`src/rtl/uart_tx_scheduler_if.sv`:
```
// rtl/uart_tx_scheduler_if.sv - producer and uarttx signal bundle for uart_tx_scheduler
interface uart_tx_scheduler_if #(
    parameter int NREQ = 4
);
    localparam int IW = $clog2(NREQ);

    logic [NREQ-1:0]   req;
    logic [8*NREQ-1:0] din;
    logic [NREQ-1:0]   ack;
    logic [NREQ-1:0]   done;
    logic              busy;
    logic [IW-1:0]     grant_id;
    logic              utx_newd;
    logic [7:0]        utx_data;
    logic              utx_donetx;

    modport master (
        output req, din, utx_donetx,
        input  ack, done, busy, grant_id, utx_newd, utx_data
    );

    modport slave (
        input  req, din, utx_donetx,
        output ack, done, busy, grant_id, utx_newd, utx_data
    );
endinterface

```
`src/rtl/uart_tx_scheduler.sv`:
```
// rtl/uart_tx_scheduler.sv - round-robin byte scheduler for a shared uarttx; optional abort timer via UART_TX_SCHED_TIMEOUT_EN
module uart_tx_scheduler #(
    parameter int NREQ           = 4,
    parameter int TIMEOUT_CYCLES = 4096
) (
    input  logic                clk,
    input  logic                rst,
    uart_tx_scheduler_if.slave  bus
`ifdef UART_TX_SCHED_TIMEOUT_EN
    ,
    output logic                timeout
`endif
);
    localparam int IW = $clog2(NREQ);

    typedef enum logic [1:0] {
        IDLE = 2'd0,
        SEND = 2'd1,
        WAIT = 2'd2,
        GAP  = 2'd3
    } state_t;

    state_t          state;
    logic [IW-1:0]   rr_ptr;
    logic            donetx_q;
    logic [NREQ-1:0] ack_r;
    logic [NREQ-1:0] done_r;
    logic            busy_r;
    logic [IW-1:0]   grant_r;
    logic            newd_r;
    logic [7:0]      data_r;

`ifdef UART_TX_SCHED_TIMEOUT_EN
    localparam int            TW         = $clog2(TIMEOUT_CYCLES) + 1;
    localparam logic [TW-1:0] TIMER_LAST = TW'(TIMEOUT_CYCLES - 1);
    logic [TW-1:0] timer;
    logic          timeout_r;
    assign timeout = timeout_r;
`endif

    logic          tx_end;
    logic [7:0]    din_b [NREQ];
    logic          pick_valid;
    logic [IW-1:0] pick_idx;
    logic [IW-1:0] cand;

    // Only a fresh rising edge of donetx ends a byte; a level left over
    // from the previous byte must not complete the current one.
    assign tx_end = bus.utx_donetx & ~donetx_q;

    for (genvar g = 0; g < NREQ; g++) begin : g_din
        assign din_b[g] = bus.din[8*g +: 8];
    end

    // Round-robin pick: first requester after rr_ptr, wrapping; the
    // descending scan lets the nearest candidate overwrite farther ones.
    always_comb begin
        pick_valid = 1'b0;
        pick_idx   = '0;
        cand       = '0;
        for (int off = NREQ; off >= 1; off--) begin
            cand = IW'((int'(rr_ptr) + off) % NREQ);
            if (bus.req[cand]) begin
                pick_valid = 1'b1;
                pick_idx   = cand;
            end
        end
    end

    // Scheduler FSM with all outputs registered.
    always_ff @(posedge clk) begin
        if (rst) begin
            state     <= IDLE;
            rr_ptr    <= IW'(NREQ - 1);
            donetx_q  <= 1'b0;
            ack_r     <= '0;
            done_r    <= '0;
            busy_r    <= 1'b0;
            grant_r   <= '0;
            newd_r    <= 1'b0;
            data_r    <= 8'h00;
`ifdef UART_TX_SCHED_TIMEOUT_EN
            timer     <= '0;
            timeout_r <= 1'b0;
`endif
        end else begin
            donetx_q <= bus.utx_donetx;
            ack_r    <= '0;
            done_r   <= '0;
`ifdef UART_TX_SCHED_TIMEOUT_EN
            timeout_r <= 1'b0;
`endif
            case (state)
                IDLE: begin
                    if (pick_valid) begin
                        ack_r   <= NREQ'(1) << pick_idx;
                        data_r  <= din_b[pick_idx];
                        grant_r <= pick_idx;
                        rr_ptr  <= pick_idx;
                        busy_r  <= 1'b1;
                        state   <= SEND;
                    end
                end
                SEND: begin
                    newd_r <= 1'b1;
`ifdef UART_TX_SCHED_TIMEOUT_EN
                    timer  <= '0;
`endif
                    state  <= WAIT;
                end
                WAIT: begin
                    if (tx_end) begin
                        newd_r <= 1'b0;
                        done_r <= NREQ'(1) << grant_r;
                        busy_r <= 1'b0;
                        state  <= GAP;
                    end
`ifdef UART_TX_SCHED_TIMEOUT_EN
                    else if (timer == TIMER_LAST) begin
                        newd_r    <= 1'b0;
                        timeout_r <= 1'b1;
                        busy_r    <= 1'b0;
                        state     <= GAP;
                    end else begin
                        timer <= timer + 1'b1;
                    end
`endif
                end
                GAP: begin
                    // Keeps newd low for a full cycle so uarttx cannot
                    // restart on a stale request.
                    state <= IDLE;
                end
                default: state <= IDLE;
            endcase
        end
    end

    assign bus.ack      = ack_r;
    assign bus.done     = done_r;
    assign bus.busy     = busy_r;
    assign bus.grant_id = grant_r;
    assign bus.utx_newd = newd_r;
    assign bus.utx_data = data_r;
endmodule
```
`src/flat_wrapper.sv`:
```
// flat-port wrapper written by rule: the top's interface ports become plain ports
module uart_tx_scheduler_flat 
#(
    parameter int NREQ           = 4,
    parameter int TIMEOUT_CYCLES = 4096
)
  (clk, rst, bus_req, bus_din, bus_utx_donetx, bus_ack, bus_done, bus_busy, bus_grant_id, bus_utx_newd, bus_utx_data);
  uart_tx_scheduler_if #(.NREQ(NREQ)) bus_i ();
  input  logic clk;
  input  logic rst;
  input wire logic [$bits(bus_i.req)-1:0] bus_req;
  input wire logic [$bits(bus_i.din)-1:0] bus_din;
  input wire logic [$bits(bus_i.utx_donetx)-1:0] bus_utx_donetx;
  output wire logic [$bits(bus_i.ack)-1:0] bus_ack;
  output wire logic [$bits(bus_i.done)-1:0] bus_done;
  output wire logic [$bits(bus_i.busy)-1:0] bus_busy;
  output wire logic [$bits(bus_i.grant_id)-1:0] bus_grant_id;
  output wire logic [$bits(bus_i.utx_newd)-1:0] bus_utx_newd;
  output wire logic [$bits(bus_i.utx_data)-1:0] bus_utx_data;
  assign bus_i.req = bus_req;
  assign bus_i.din = bus_din;
  assign bus_i.utx_donetx = bus_utx_donetx;
  assign bus_ack = bus_i.ack;
  assign bus_done = bus_i.done;
  assign bus_busy = bus_i.busy;
  assign bus_grant_id = bus_i.grant_id;
  assign bus_utx_newd = bus_i.utx_newd;
  assign bus_utx_data = bus_i.utx_data;
  uart_tx_scheduler #(.NREQ(NREQ), .TIMEOUT_CYCLES(TIMEOUT_CYCLES)) u_core (.clk(clk), .rst(rst), .bus(bus_i));
endmodule
```
`config.mk`:
```
export PLATFORM = sky130hd
export DESIGN_NAME = uart_tx_scheduler_flat
export DESIGN_NICKNAME = d
export VERILOG_FILES = /design/src/rtl/uart_tx_scheduler_if.sv /design/src/rtl/uart_tx_scheduler.sv /design/src/flat_wrapper.sv
export SDC_FILE = /design/constraint.sdc
export NUM_CORES = 1
export LEC_CHECK = 0
export ABC_AREA = 1
export BUFFER_PORTS_ARGS = -buffer_cell sky130_fd_sc_hd__buf_2
export CORE_MARGIN = 1.5
export CORE_UTILIZATION = 42
export CTS_CLUSTER_DIAMETER = 200
export DETAILED_ROUTE_END_ITERATION = 8
export HOLD_SLACK_MARGIN = 0.15
export PLACE_DENSITY = 0.71
export SLEW_MARGIN = 15
export SYNTH_ARGS = -nofsm -noshare
export SYNTH_HDL_FRONTEND = slang
export SYNTH_SLANG_ARGS = --single-unit
```
`constraint.sdc`:
```
create_clock -name clk -period 2 [get_ports clk]
set_input_delay 0.2 -clock clk [delete_from_list [all_inputs] [get_ports clk]]
set_output_delay 0.2 -clock clk [all_outputs]
set_load 0.02 [all_outputs]
```
* Yosys cells after proc, flatten, opt, wreduce, memory -nomap -nowiden *
Index checks and enable logic that the tools add are counted.

storage, ports and cells
  flip-flop bits (word level) = 25
  input port bits = 39
  output and inout port bits = 20
  logic and storage cells = 67

cells by class
  add/sub/neg operators = 4
  $lt $le $gt $ge = 5
  eq/ne operators = 5
  shifts and indexed selects = 2
  multiplexer cells = 26
  bitwise gates (word level) = 7
  reduce and logical (&&, ||, !) cells = 9

operators with widths
  cell                                                        count
  binary-select mux 8 bit (select 2 bit)                      1
  two-way mux 8 bit                                           2
  less-than comparator 2 x 3 -> 1 bit, second input constant  4
  two-way mux 2 bit                                           6
  two-way mux 1 bit                                           10
  binary-select mux 1 bit (select 2 bit)                      4
  case mux 2 bit (4 select lines)                             1
  << shifter 1 x 2 -> 4 bit, first input constant             2
  AND reduction 2 bit                                         3
  OR reduction 3 bit                                          2
  NOT 1 bit                                                   5
  adder 2 x 1 -> 2 bit, second input constant                 2
  adder 2 bit, second input constant                          2
  equality test 2 bit, second input constant                  2
  != test 2 x 1 -> 1 bit, second input constant               2
  case mux 1 bit (2 select lines)                             2
  nonzero test 2 bit                                          2
  greater-or-equal comparator 3 bit, second input constant    1
  NOT 2 -> 3 bit                                              1
  AND reduction 3 bit                                         1
  equality test 2 x 1 -> 1 bit, second input constant         1
  logical NOT 2 bit                                           1
  bitwise AND 1 bit                                           1

* Depth between registers and ports, before layout *
Gate-level depths: netlist of run 1.

  depth after elaboration = 11
  depth in mapped cells = 15
  mapped depth without buffers = 14

* Least setup slack after synthesis of run 1 *
No wires, ideal clock.

  kind = flip-flop to flip-flop
  from = register u_core.rr_ptr[0]
  to = register u_core.data_r[1], in the netlist u_core.bus.utx_data[1]
  library setup time = 0.113 ns
  data arrival time = 1.444 ns
  data required time = 1.887 ns
  setup slack = 0.443 ns
  stages on the path, launching flop included = 16
  buffers on the path = 2
  clock period less this slack = 1.557 ns
  path through = dfxtp_1 -> buf_6 -> inv_8 -> nand2_2 -> nand2_4 -> nand2_2 -> nand2_2 -> nand2_2 -> nand2_2 -> nand2_8 -> nand2_8 -> buf_12 -> nand2_2 -> nand3_1 -> nand3_1 -> nand2_1

between the ends
  longest elaborated chain between the ends = 11
  elaborated cells on any way between the ends = 25
  classes of those cells = add/sub (4); mux (19); bitwise (1); reduce/logical (1)

RTL lines
  element                                                line                     text
  from (decl)                                            uart_tx_scheduler.sv:24  logic [IW-1:0] rr_ptr;
  from (signal assigned)                                 uart_tx_scheduler.sv:74  rr_ptr <= IW'(NREQ - 1);
  from (signal assigned)                                 uart_tx_scheduler.sv:99  rr_ptr <= pick_idx;
  adder 2 x 1 -> 2 bit                                   uart_tx_scheduler.sv:62  cand = IW'((int'(rr_ptr) + off) % NREQ);
  binary-select mux 1 bit (select 2 bit)                 uart_tx_scheduler.sv:63  if (bus.req[cand]) begin
  two-way mux 1 bit (not written as such)                uart_tx_scheduler.sv:63
  two-way mux 2 bit (4 in series)                        uart_tx_scheduler.sv:63
  NOT 2 -> 3 bit (not written as such)                   uart_tx_scheduler.sv:97  data_r <= din_b[pick_idx];
  binary-select mux 8 bit (select 2 bit)                 uart_tx_scheduler.sv:97
  two-way mux 8 bit (not written as such) (2 in series)  uart_tx_scheduler.sv:97
  to (signal assigned)                                   uart_tx_scheduler.sv:97
  to (decl)                                              uart_tx_scheduler.sv:31  logic [7:0] data_r;

Parallel ways exist; a longest one is shown, timed or not. The select of a mux whose other input is x is not followed.
A chain may end at the register's enable or synchronous reset.

* Final worst setup path of run 1 *
  from = register u_core.rr_ptr[0]
  to = register u_core.data_r[3], in the netlist u_core.bus.utx_data[3]

Same word-level chain as after synthesis.

==> flow_summary.yaml, run 1 <==
global_routing:
  grt_max_degree: 20
  grt_pass1_vias: 1381
  track_usage_pct: 17.9
  antenna_found_initial: 0
  grt_pass1_wl_um: 5820
  grt-ovfl-total: 0
cts:
  htree_levels: 1
  insertion_delay_ns: 0.31
  cts_setup_buffers: 0
  cts.sinks: 25
  clock_path_buffers: 2
  clk_pin_slew_ns: 0.13
  cts_tree: "built"
  cts_inserted_buffers: 3
  cts_root_buf: "clkbuf_4"
timing:
  tns_ns: 0
  setup_violations: 0
  finalCriticalPeriod_ns: 1.80
  fmax_mhz: 556
  tightest_slew_ns: 0.247
  hold_viol_final: 0
  finClkSkew_ns: 0.00967
  slew_violations: 0
  slew_headroom_pct: 83.6
  grt_setup_unrepaired: "false"
  fin_ws_ns: 0.200
  period_share_pct: 90.0
cells_and_area:
  ff_latch_area_um2: 504
  area_growth_pct: 23.6
  nFillCells: 381
  insertedDiodeCount: 0
  multi_input_area_um2: 822
  nNetsFinal: 313
  drive_above_1_share_pct: 35.9
drt:
  dr.pass1.iters: 4
  post_drt_via_cell_ratio: 4.81
  routedWlPerCell_um: 10.7
  drt_iter0_markers: 46
  antenna_left: 0
  route.detailed.drc: 0
  vias: 1521
  totalWireLength_um: 3370
critical_path:
  cpMostUsedCell: "nand2_1"
  critPathRequiredTime_ns: 2.23
  r2r_setup_slack_ns: 0.20
  crit_type: "reg2reg"
  startpoint: "u_core.rr_ptr[0]"
  crit_path_max_fanout: 19
  r2r_start: "u_core.rr_ptr[0]"
  crit_path_end_kind: "flip-flop"
  slowest_delay_ns: 0.41
  arrival_ns: 2.03
  worstReg2RegEnd: "u_core.bus.utx_data[3]"
  r2r_cells: 13
  crit_path_cell_trace: "buf_4, nand2_1, nand2_1, nand2_1, nand2_1, inv_2, nand3_4, nand2_8, nand2_1, nand3_1, nand3_1, nand2_1, inv_1"
  start_kind: "flip-flop"
  critPathSlowestCell: "dfxtp_4"
synth:
  synth_edf_count: 0
  syn_nets: 252
  syn-cell-area_um2: 1490
  synth_flop_cell: "dfxtp_1"
  yosysTopAreaCellShare_pct: 33.5
  ys_types: 29
  synthTopCellsByArea: "dfxtp_1, nand3_1, nand2_1"
  yosysMostFrequentCell: "nand2_1"
  synth.largest_area_cell: "dfxtp_1"
  ys_seq_area_share_pct: 33.5
  async_flop_share_pct: 0
  postSynthAreaPerCell_um2: 7.11
  syn_inst: 210
  yosys_warnings: 0
  yosys-top-cells-count: "nand2_1, nand3_1, dfxtp_1, inv_1, nand2_2"
  synth_seq_cells: 25
floorplanning:
  ios: 59
  die_h_um: 62.6
  rows: 21
  initial_utilization_pct: 44.4
  die-area_um2: 3920
  die-width_um: 62.6
  core_area_um2: 3360
pwr:
  design_power_total_mw: 2.81
  p_per_area_nw_per_um2: 1520
  p_leak_nw: 1.01
  ir_worst_vdd_mv: 0.596
min_path:
  min_to: "u_core.state[0]"
  min_path_cells: 2
  hp-start: "rst"
  hold_path.class: "in2reg"
run:
  max_cap_violations: 0
place:
  pre_cts_ws_ns: 0.0407
  dp_hpwl_um: 2680
  gp_congestion: 0.800
  io_buffers: 58
run_status:
  outcome: "complete, no violations"
[routing by layer]
layer  GRT usage [%]  wire (µm)
met2            31.5       1550
met5               0          0
met4            3.33         28
met1            22.2       1580
met3            4.68        209
[per-stage QoR]
stage / util [%] / instance area [µm²] / cells / hold WS, ns
3_5_place_dp: 53.7 / 1810 / 311 / 0.439
6_report: 54.9 / 1850 / 316 / 0.159
2_1_floorplan: - / 1490 / 210 / 0.333
3_3_place_gp: 53.7 / 1810 / 311 / 0.435
4_1_cts: 54.8 / 1840 / 316 / 0.154
5_1_grt: 54.9 / 1850 / 316 / 0.155
[cell type report]
type / instances / share of cell area [%]
Tap cell: 46 / 3.12
Timing Repair Buffer: 61 / 17.1
Sequential cell: 25 / 27.3
Inverter: 30 / 6.57
Multi-Input combinational cell: 150 / 44.5
Clock buffer: 4 / 1.42
[worst max-delay path, delay by kind of cell, from the launching register on]
family	cells	cell delay [ns]
AND/OR/NAND/NOR	10	1.03
flip-flops	1	0.41
buffers and inverters	3	0.25
[worst max-delay path by stage]
| stage | to | depth (start not counted) | slack [ns] |
|---|---|---|---|
| floorplan | u_core.bus.utx_data[1] | 15 | 0.44 |
| detailed placement | u_core.bus.utx_data[2] | 12 | 0.04 |
| CTS | u_core.bus.utx_data[2] | 12 | 0.01 |
| finish | u_core.bus.utx_data[3] | 13 | 0.20 |
| global route | u_core.bus.utx_data[3] | 13 | 0.05 |
| global placement | u_core.bus.utx_data[2] | 12 | 0.06 |
[registers in the layout, summed over array words and instances (netlist names)]
signal / flops
u_core.state: 2
u_core.bus.utx_data: 8
u_core.bus.utx_newd: 1
u_core.rr_ptr: 2
u_core.bus.busy: 1
u_core.bus.done: 4
u_core.bus.ack: 4
u_core.donetx_q: 1
u_core.bus.grant_id: 2
[what timing repair did]
action,4_1_cts,5_1_grt
hold buffers,1,0
resized for setup,0,2
endpoints found under the setup margin,0,16
hold endpoints to repair,1,0
[placed cells by master, fill, tap and decap left out, drive strengths merged]
cell type / count
a22oi: 2
inv: 29
clkbuf: 4
a21oi: 3
nor3b: 1
dlygate4sd3: 1
nand3: 45
clkinv: 1
nor3: 2
dfxtp: 25
buf: 60
and2: 1
nor2: 15
ha: 3
o21ai: 6
nand2: 69
nor4: 2
o211ai: 1
[logic make-up (layout without fill, tap and decap cells)]
logic type / count (synthesis) / count (layout) / synth area share (%)
compound gates: 12 / 12 / 5.28
simple gates: 135 / 135 / 47.2
buf+inv: 35 / 95 / 11.5
flops: 25 / 25 / 33.5
fa+ha+maj: 3 / 3 / 2.51
[where the power goes]
group	internal [mW]	switching (mW)	leakage, nW
clock	0.0779	0.142	0.0150
sequential	0.656	0.103	0.206
combinational	0.624	1.20	0.793
Note: power is estimated with default switching activity, not from simulation.
==> run 2: changes to the inputs <==
--- a/config.mk
+++ b/config.mk
@@ -5,14 +5,13 @@
 export SDC_FILE = /design/constraint.sdc
 export NUM_CORES = 1
 export LEC_CHECK = 0
-export ABC_AREA = 1
 export BUFFER_PORTS_ARGS = -buffer_cell sky130_fd_sc_hd__buf_2
 export CORE_MARGIN = 1.5
 export CORE_UTILIZATION = 42
 export CTS_CLUSTER_DIAMETER = 200
 export DETAILED_ROUTE_END_ITERATION = 8
 export HOLD_SLACK_MARGIN = 0.15
-export PLACE_DENSITY = 0.71
+export PLACE_DENSITY = 0.73
 export SLEW_MARGIN = 15
 export SYNTH_ARGS = -nofsm -noshare
 export SYNTH_HDL_FRONTEND = slang
==> run 2 against run 1 <==
Compared with the run above: sequential share of layout area rose by 2.8 points; maximum frequency rose by 11%; sequential cell count did not move; worst hold slack improved by 0.017 ns; setup slack improved by 0.18 ns; sequential power rose by 2%; cell count fell by 26%; non-clock buffer count did not move; combinational power fell by 41%; synthesized cell count fell by 32%; largest power group unchanged.
==> flow_summary.yaml, run 2 <==
pwr:
  p_per_area_nw_per_um2: 1250
  design_power_total_mw: 2.07
  ir_worst_vdd_mv: 0.412
  p_leak_nw: 0.806
synth:
  synthTopCellsByArea: "dfxtp_1, mux2i_1, nand3b_1"
  postSynthAreaPerCell_um2: 9.27
  yosysMostFrequentCell: "dfxtp_1"
  synth_seq_cells: 25
  ys_seq_area_share_pct: 38.0
  synth.largest_area_cell: "dfxtp_1"
  yosys_warnings: 0
  syn_nets: 184
  yosys-top-cells-count: "dfxtp_1, mux2i_1, nor2_1, inv_1, nand3b_1"
  yosysTopAreaCellShare_pct: 38.0
  async_flop_share_pct: 0
  synth_edf_count: 0
  synth_flop_cell: "dfxtp_1"
  ys_types: 36
  syn_inst: 142
  syn-cell-area_um2: 1320
drt:
  drt_iter0_markers: 24
  route.detailed.drc: 0
  antenna_left: 0
  vias: 1243
  dr.pass1.iters: 4
  totalWireLength_um: 2980
  post_drt_via_cell_ratio: 5.33
  routedWlPerCell_um: 12.8
cts:
  clock_path_buffers: 2
  cts.sinks: 25
  cts_inserted_buffers: 3
  clk_pin_slew_ns: 0.13
  htree_levels: 1
  cts_root_buf: "clkbuf_4"
  cts_tree: "built"
  cts_resized: 0
  cts_setup_buffers: 0
  cts_hold_buf: 1
  insertion_delay_ns: 0.31
global_routing:
  track_usage_pct: 16.7
  grt_pass1_wl_um: 4500
  grt_pass1_vias: 1057
  grt-ovfl-total: 0
  antenna_found_initial: 0
  grt_max_degree: 22
cells_and_area:
  utilization_pct: 55.3
  largest_reg_flops: 8
  fin_cells: 233
  area_growth_pct: 26.2
  insertedDiodeCount: 0
  drive_above_1_share_pct: 36.0
  nNetsFinal: 243
  layout_commonest_cell: "buf_2"
  mostFrequentLayoutCells: "buf_2, dfxtp_1, nor2_1, mux2i_1"
  nFillCells: 295
timing:
  hold_viol_final: 0
  fin_ws_ns: 0.377
  setup_violations: 0
  finClkSkew_ns: 0.00176
  finalCriticalPeriod_ns: 1.62
  grt_setup_unrepaired: "false"
  slew_headroom_pct: 58.4
  period_share_pct: 81.2
  fmax_mhz: 616
  tns_ns: 0
  slew_violations: 0
  tightest_slew_ns: 0.621
floorplanning:
  rows: 20
  die-width_um: 59.0
  core_area_um2: 3000
  die-area_um2: 3480
  die_h_um: 59.0
  ios: 59
  initial_utilization_pct: 43.8
critical_path:
  slowest_delay_ns: 0.36
  arrival_ns: 1.83
  crit_path_cell_trace: "nand2b_1, a21o_1, nand3_4, mux2i_1, o221ai_2"
  r2r_setup_slack_ns: 0.38
  r2r_start: "u_core.rr_ptr[0]"
  critPathSlowestCell: "dfxtp_1"
  crit_path_end_kind: "flip-flop"
  start_kind: "flip-flop"
  r2r_cells: 5
  critPathRequiredTime_ns: 2.21
  crit_path_max_fanout: 16
  worstReg2RegEnd: "u_core.bus.utx_data[2]"
  startpoint: "u_core.rr_ptr[0]"
  crit_type: "reg2reg"
place:
  gp_congestion: 0.741
  dp_hpwl_um: 2310
  pre_cts_ws_ns: 0.394
  io_buffers: 58
  dp_cells: 228
run_status:
  outcome: "complete, no violations"
min_path:
  min_to: "u_core.bus.utx_data[6]"
  min_path_cells: 3
  hp-start: "bus_din[22]"
  hold_path.class: "in2reg"
run:
  max_cap_violations: 0
[run 2: logic make-up after synthesis]
group,synth area share (%)
buffers and inverters,5.42
muxes,9.13
adders and majority gates,2.85
DFF,38.0
and+or+nand+nor,25.2
AOI/OAI and AO/OA,19.4
[run 2: critical path: cells and delay by family (launching register included)]
family             cells  cell delay, ns
AOI/OAI and AO/OA      2            0.44
and+or+nand+nor        2            0.42
DFF                    1            0.36
muxes                  1            0.30
[run 2: layout make-up]
| type | count | area, µm² | share of cell area [%] |
|---|---|---|---|
| Clock buffer | 4 | 26.3 | 1.58 |
| Sequential cell | 25 | 500 | 30.1 |
| Tap cell | 33 | 41.3 | 2.48 |
| Inverter | 9 | 33.8 | 2.03 |
| Timing Repair Buffer | 61 | 315 | 19.0 |
| Multi-Input combinational cell | 101 | 744 | 44.8 |
[run 2: per-layer routing]
layer	global-route usage, %	up-vias	part of all wire (%)
met1	21.4	566	46
met2	28.6	37	48
met4	4.87	0	1.3
li1	-	635	-
met5	0	-	0
met3	2.84	5	5.0
[run 2: how the worst max path moves through the flow]
| stage | to |
|---|---|
| 5_1_grt | u_core.bus.utx_data[2] |
| 4_1_cts | u_core.bus.utx_data[2] |
| 3_3_place_gp | u_core.bus.utx_data[2] |
| 2_1_floorplan | u_core.bus.utx_data[2] |
| 3_5_place_dp | u_core.bus.utx_data[2] |
| 6_report | u_core.bus.utx_data[2] |
[run 2: power by group]
group | leakage (nW) | switching, mW | internal, mW
registers | 0.206 | 0.105 | 0.665
clock network | 0.0150 | 0.142 | 0.0780
logic | 0.585 | 0.637 | 0.444
[run 2: stage by stage]
stage	instance area, µm²	hold WS (ns)
6_report	1660	0.176
4_1_cts	1660	0.184
5_1_grt	1660	0.187
3_5_place_dp	1630	0.452
3_3_place_gp	1630	0.443
2_1_floorplan	1320	0.328
==> run 3: changes to the inputs <==
--- a/config.mk
+++ b/config.mk
@@ -5,13 +5,14 @@
 export SDC_FILE = /design/constraint.sdc
 export NUM_CORES = 1
 export LEC_CHECK = 0
+export ABC_AREA = 1
 export BUFFER_PORTS_ARGS = -buffer_cell sky130_fd_sc_hd__buf_2
 export CORE_MARGIN = 1.5
 export CORE_UTILIZATION = 42
 export CTS_CLUSTER_DIAMETER = 200
 export DETAILED_ROUTE_END_ITERATION = 8
 export HOLD_SLACK_MARGIN = 0.15
-export PLACE_DENSITY = 0.73
+export PLACE_DENSITY = 0.71
 export SLEW_MARGIN = 15
 export SYNTH_ARGS = -nofsm -noshare
 export SYNTH_HDL_FRONTEND = slang
==> constraint.sdc (replaced) <==
create_clock -name clk -period 1.7 [get_ports clk]
set_input_delay 0.17 -clock clk [delete_from_list [all_inputs] [get_ports clk]]
set_output_delay 0.17 -clock clk [all_outputs]
set_load 0.02 [all_outputs]
==> run 3 against run 2 <==
Compared with the run above: utilization up 7.6 points; first-iteration DRC count rose to 2.7 times the previous value; critical path depth up 9; sequential share of layout area down 6.4 points; global-route usage up 1.5 points; power up 92%; register-to-register slack worse by 0.36 ns; maximum frequency down 3.7%; clock-buffer cell count down 1; largest cell class unchanged.
==> flow_summary.yaml, run 3 (synthesis gave the netlist of run 1 again) <==
run_status:
  outcome: "complete, no violations"
critical_path:
  crit_path_end_kind: "flip-flop"
  cp_num_buf_inv: 3
  slowest_delay_ns: 0.35
  critPathRequiredTime_ns: 1.92
  critPathSlowestCell: "dfxtp_2"
  crit_type: "reg2reg"
  start_kind: "flip-flop"
  crit_path_max_fanout: 8
  crit_family: "simple AND/OR/NAND/NOR gates"
  arrival_ns: 1.90
  crit_path_cell_trace: "buf_12, inv_8, nand2_1, nand2_2, nand2_2, nand2_2, nand2_4, nand3_4, nand2_8, buf_8, nand2_1, nand3_1, nand3_1, nand2_1"
cells_and_area:
  nNetsFinal: 331
  largest_reg_flops: 8
  area_growth_pct: 41.7
  fin_cells: 334
  layout_commonest_cell: "buf_2"
  nFillCells: 321
  insertedDiodeCount: 0
  mostFrequentLayoutCells: "buf_2, nand2_1, nand3_1, inv_1, dfxtp_1"
  finalInstanceArea_um2: 2120
  drive_above_1_share_pct: 44.8
cts:
  cts.sinks: 25
  clock_path_buffers: 2
  cts_tree: "built"
  cts_root_buf: "clkbuf_4"
  cts_inserted_buffers: 3
  insertion_delay_ns: 0.31
  htree_levels: 1
  clk_pin_slew_ns: 0.13
floorplanning:
  die_h_um: 62.6
  rows: 21
  die-area_um2: 3920
  core_area_um2: 3360
  die-width_um: 62.6
  ios: 59
  initial_utilization_pct: 44.4
drt:
  post_drt_via_cell_ratio: 4.82
  route.detailed.drc: 0
  antenna_left: 0
  drt_iter0_markers: 65
  vias: 1611
  routedWlPerCell_um: 11.0
  dr.pass1.iters: 4
  totalWireLength_um: 3670
place:
  postPlaceCellArea_um2: 1860
  dp_hpwl_um: 2660
  gp_congestion: 0.787
  io_buffers: 58
  dp_cells: 316
global_routing:
  grt_pass1_vias: 1412
  antenna_found_initial: 0
  grt-ovfl-total: 0
  grt_pass1_wl_um: 5930
  track_usage_pct: 18.1
  grt_max_degree: 20
timing:
  fmax_mhz: 593
  tightest_slew_ns: 0.223
  slew_headroom_pct: 85.0
  slew_violations: 0
  period_share_pct: 99.1
  setup_violations: 0
  finalCriticalPeriod_ns: 1.69
  grt_setup_unrepaired: "true"
  finClkSkew_ns: 0.00839
  hold_viol_final: 0
pwr:
  p_leak_nw: 1.15
  ir_worst_vdd_mv: 0.921
  p_per_area_nw_per_um2: 1880
run:
  max_cap_violations: 0
min_path:
  hold_path.class: "in2reg"
==> run 3: changes by cell type in the layout (fill, tap and decap cells not counted), sizes merged, moves of 6 or more <==
cell,before,now
nand2,3,70
nand3,2,45
inv,9,29
buf,60,74
mux2i,12,0
nand3b,10,0
o211ai,7,1
==> run 3: path summary, 6_finish.rpt <==
kind | from | endpoint | slack, ns | cells past startpoint
setup / recovery | u_core.rr_ptr[0] | u_core.bus.utx_data[6] | 0.01 | 14
hold / removal | bus_din[15] | u_core.bus.utx_data[7] | 0.17 | 5
setup reg to reg | u_core.rr_ptr[0] | u_core.bus.utx_data[6] | 0.01 | 14
hold reg to reg | u_core.bus.utx_data[0] | u_core.bus.utx_data[0] | 0.46 | 2
==> run 3: layer usage <==
| layer | part of all wire, % | up-vias | wire, µm | track usage (%) |
|---|---|---|---|---|
| met1 | 47 | 727 | 1720 | 24.5 |
| met2 | 47 | 53 | 1710 | 30.6 |
| met3 | 5.6 | 4 | 207 | 3.60 |
| met5 | 0 | - | 0 | 0 |
| li1 | - | 827 | - | - |
| met4 | 1.0 | 0 | 38 | 2.50 |
==> run 3: cell type report <==
cell class / count / area [µm²] / area share (%)
Multi-Input combinational cell: 151 / 901 / 42.6
Tap cell: 46 / 57.6 / 2.72
Clock inverter: 1 / 5.00 / 0.236
Clock buffer: 3 / 22.5 / 1.06
Sequential cell: 25 / 502 / 23.7
Inverter: 30 / 129 / 6.09
Timing Repair Buffer: 78 / 500 / 23.6
==> run 3: through the flow <==
step                      worst slack [ns]  power, mW  util (%)  hold WS [ns]  TNS, ns
after floorplan                      0.143       2.69         -         0.303        0
after global placement              0.0227       3.13      55.2         0.402        0
after CTS                           0.0167       3.48      57.4         0.164        0
after detailed placement          0.000871       3.15      55.2         0.415        0
final                               0.0146       3.99      62.9         0.169        0
after global routing                -0.100       4.34      62.9         0.172   -0.958
==> run 3: worst register-to-register path: stages, from the launching register on <==
cell	delay (ns)
dfxtp_2	0.35
buf_12	0.14
inv_8	0.07
nand2_1	0.06
nand2_2	0.08
nand2_2	0.07
nand2_2	0.08
nand2_4	0.07
nand3_4	0.18
nand2_8	0.10
buf_8	0.14
nand2_1	0.05
nand3_1	0.06
nand3_1	0.08
nand2_1	0.06
==> run 3: repair_timing <==
item,4_1_cts,5_1_grt
gates resized for setup,1,29
setup buffers,2,7
gates cloned,0,2
pin swaps,0,9
hold buffers,3,0
endpoints found under the hold margin,5,0
setup endpoints to repair,6,16
==> run 3: power by group <==
group	internal (mW)	switching [mW]	total, mW	leakage [nW]
combinational	1.21	1.66	2.87	0.925
clock	0.0879	0.170	0.258	0.0177
sequential	0.768	0.0921	0.860	0.205
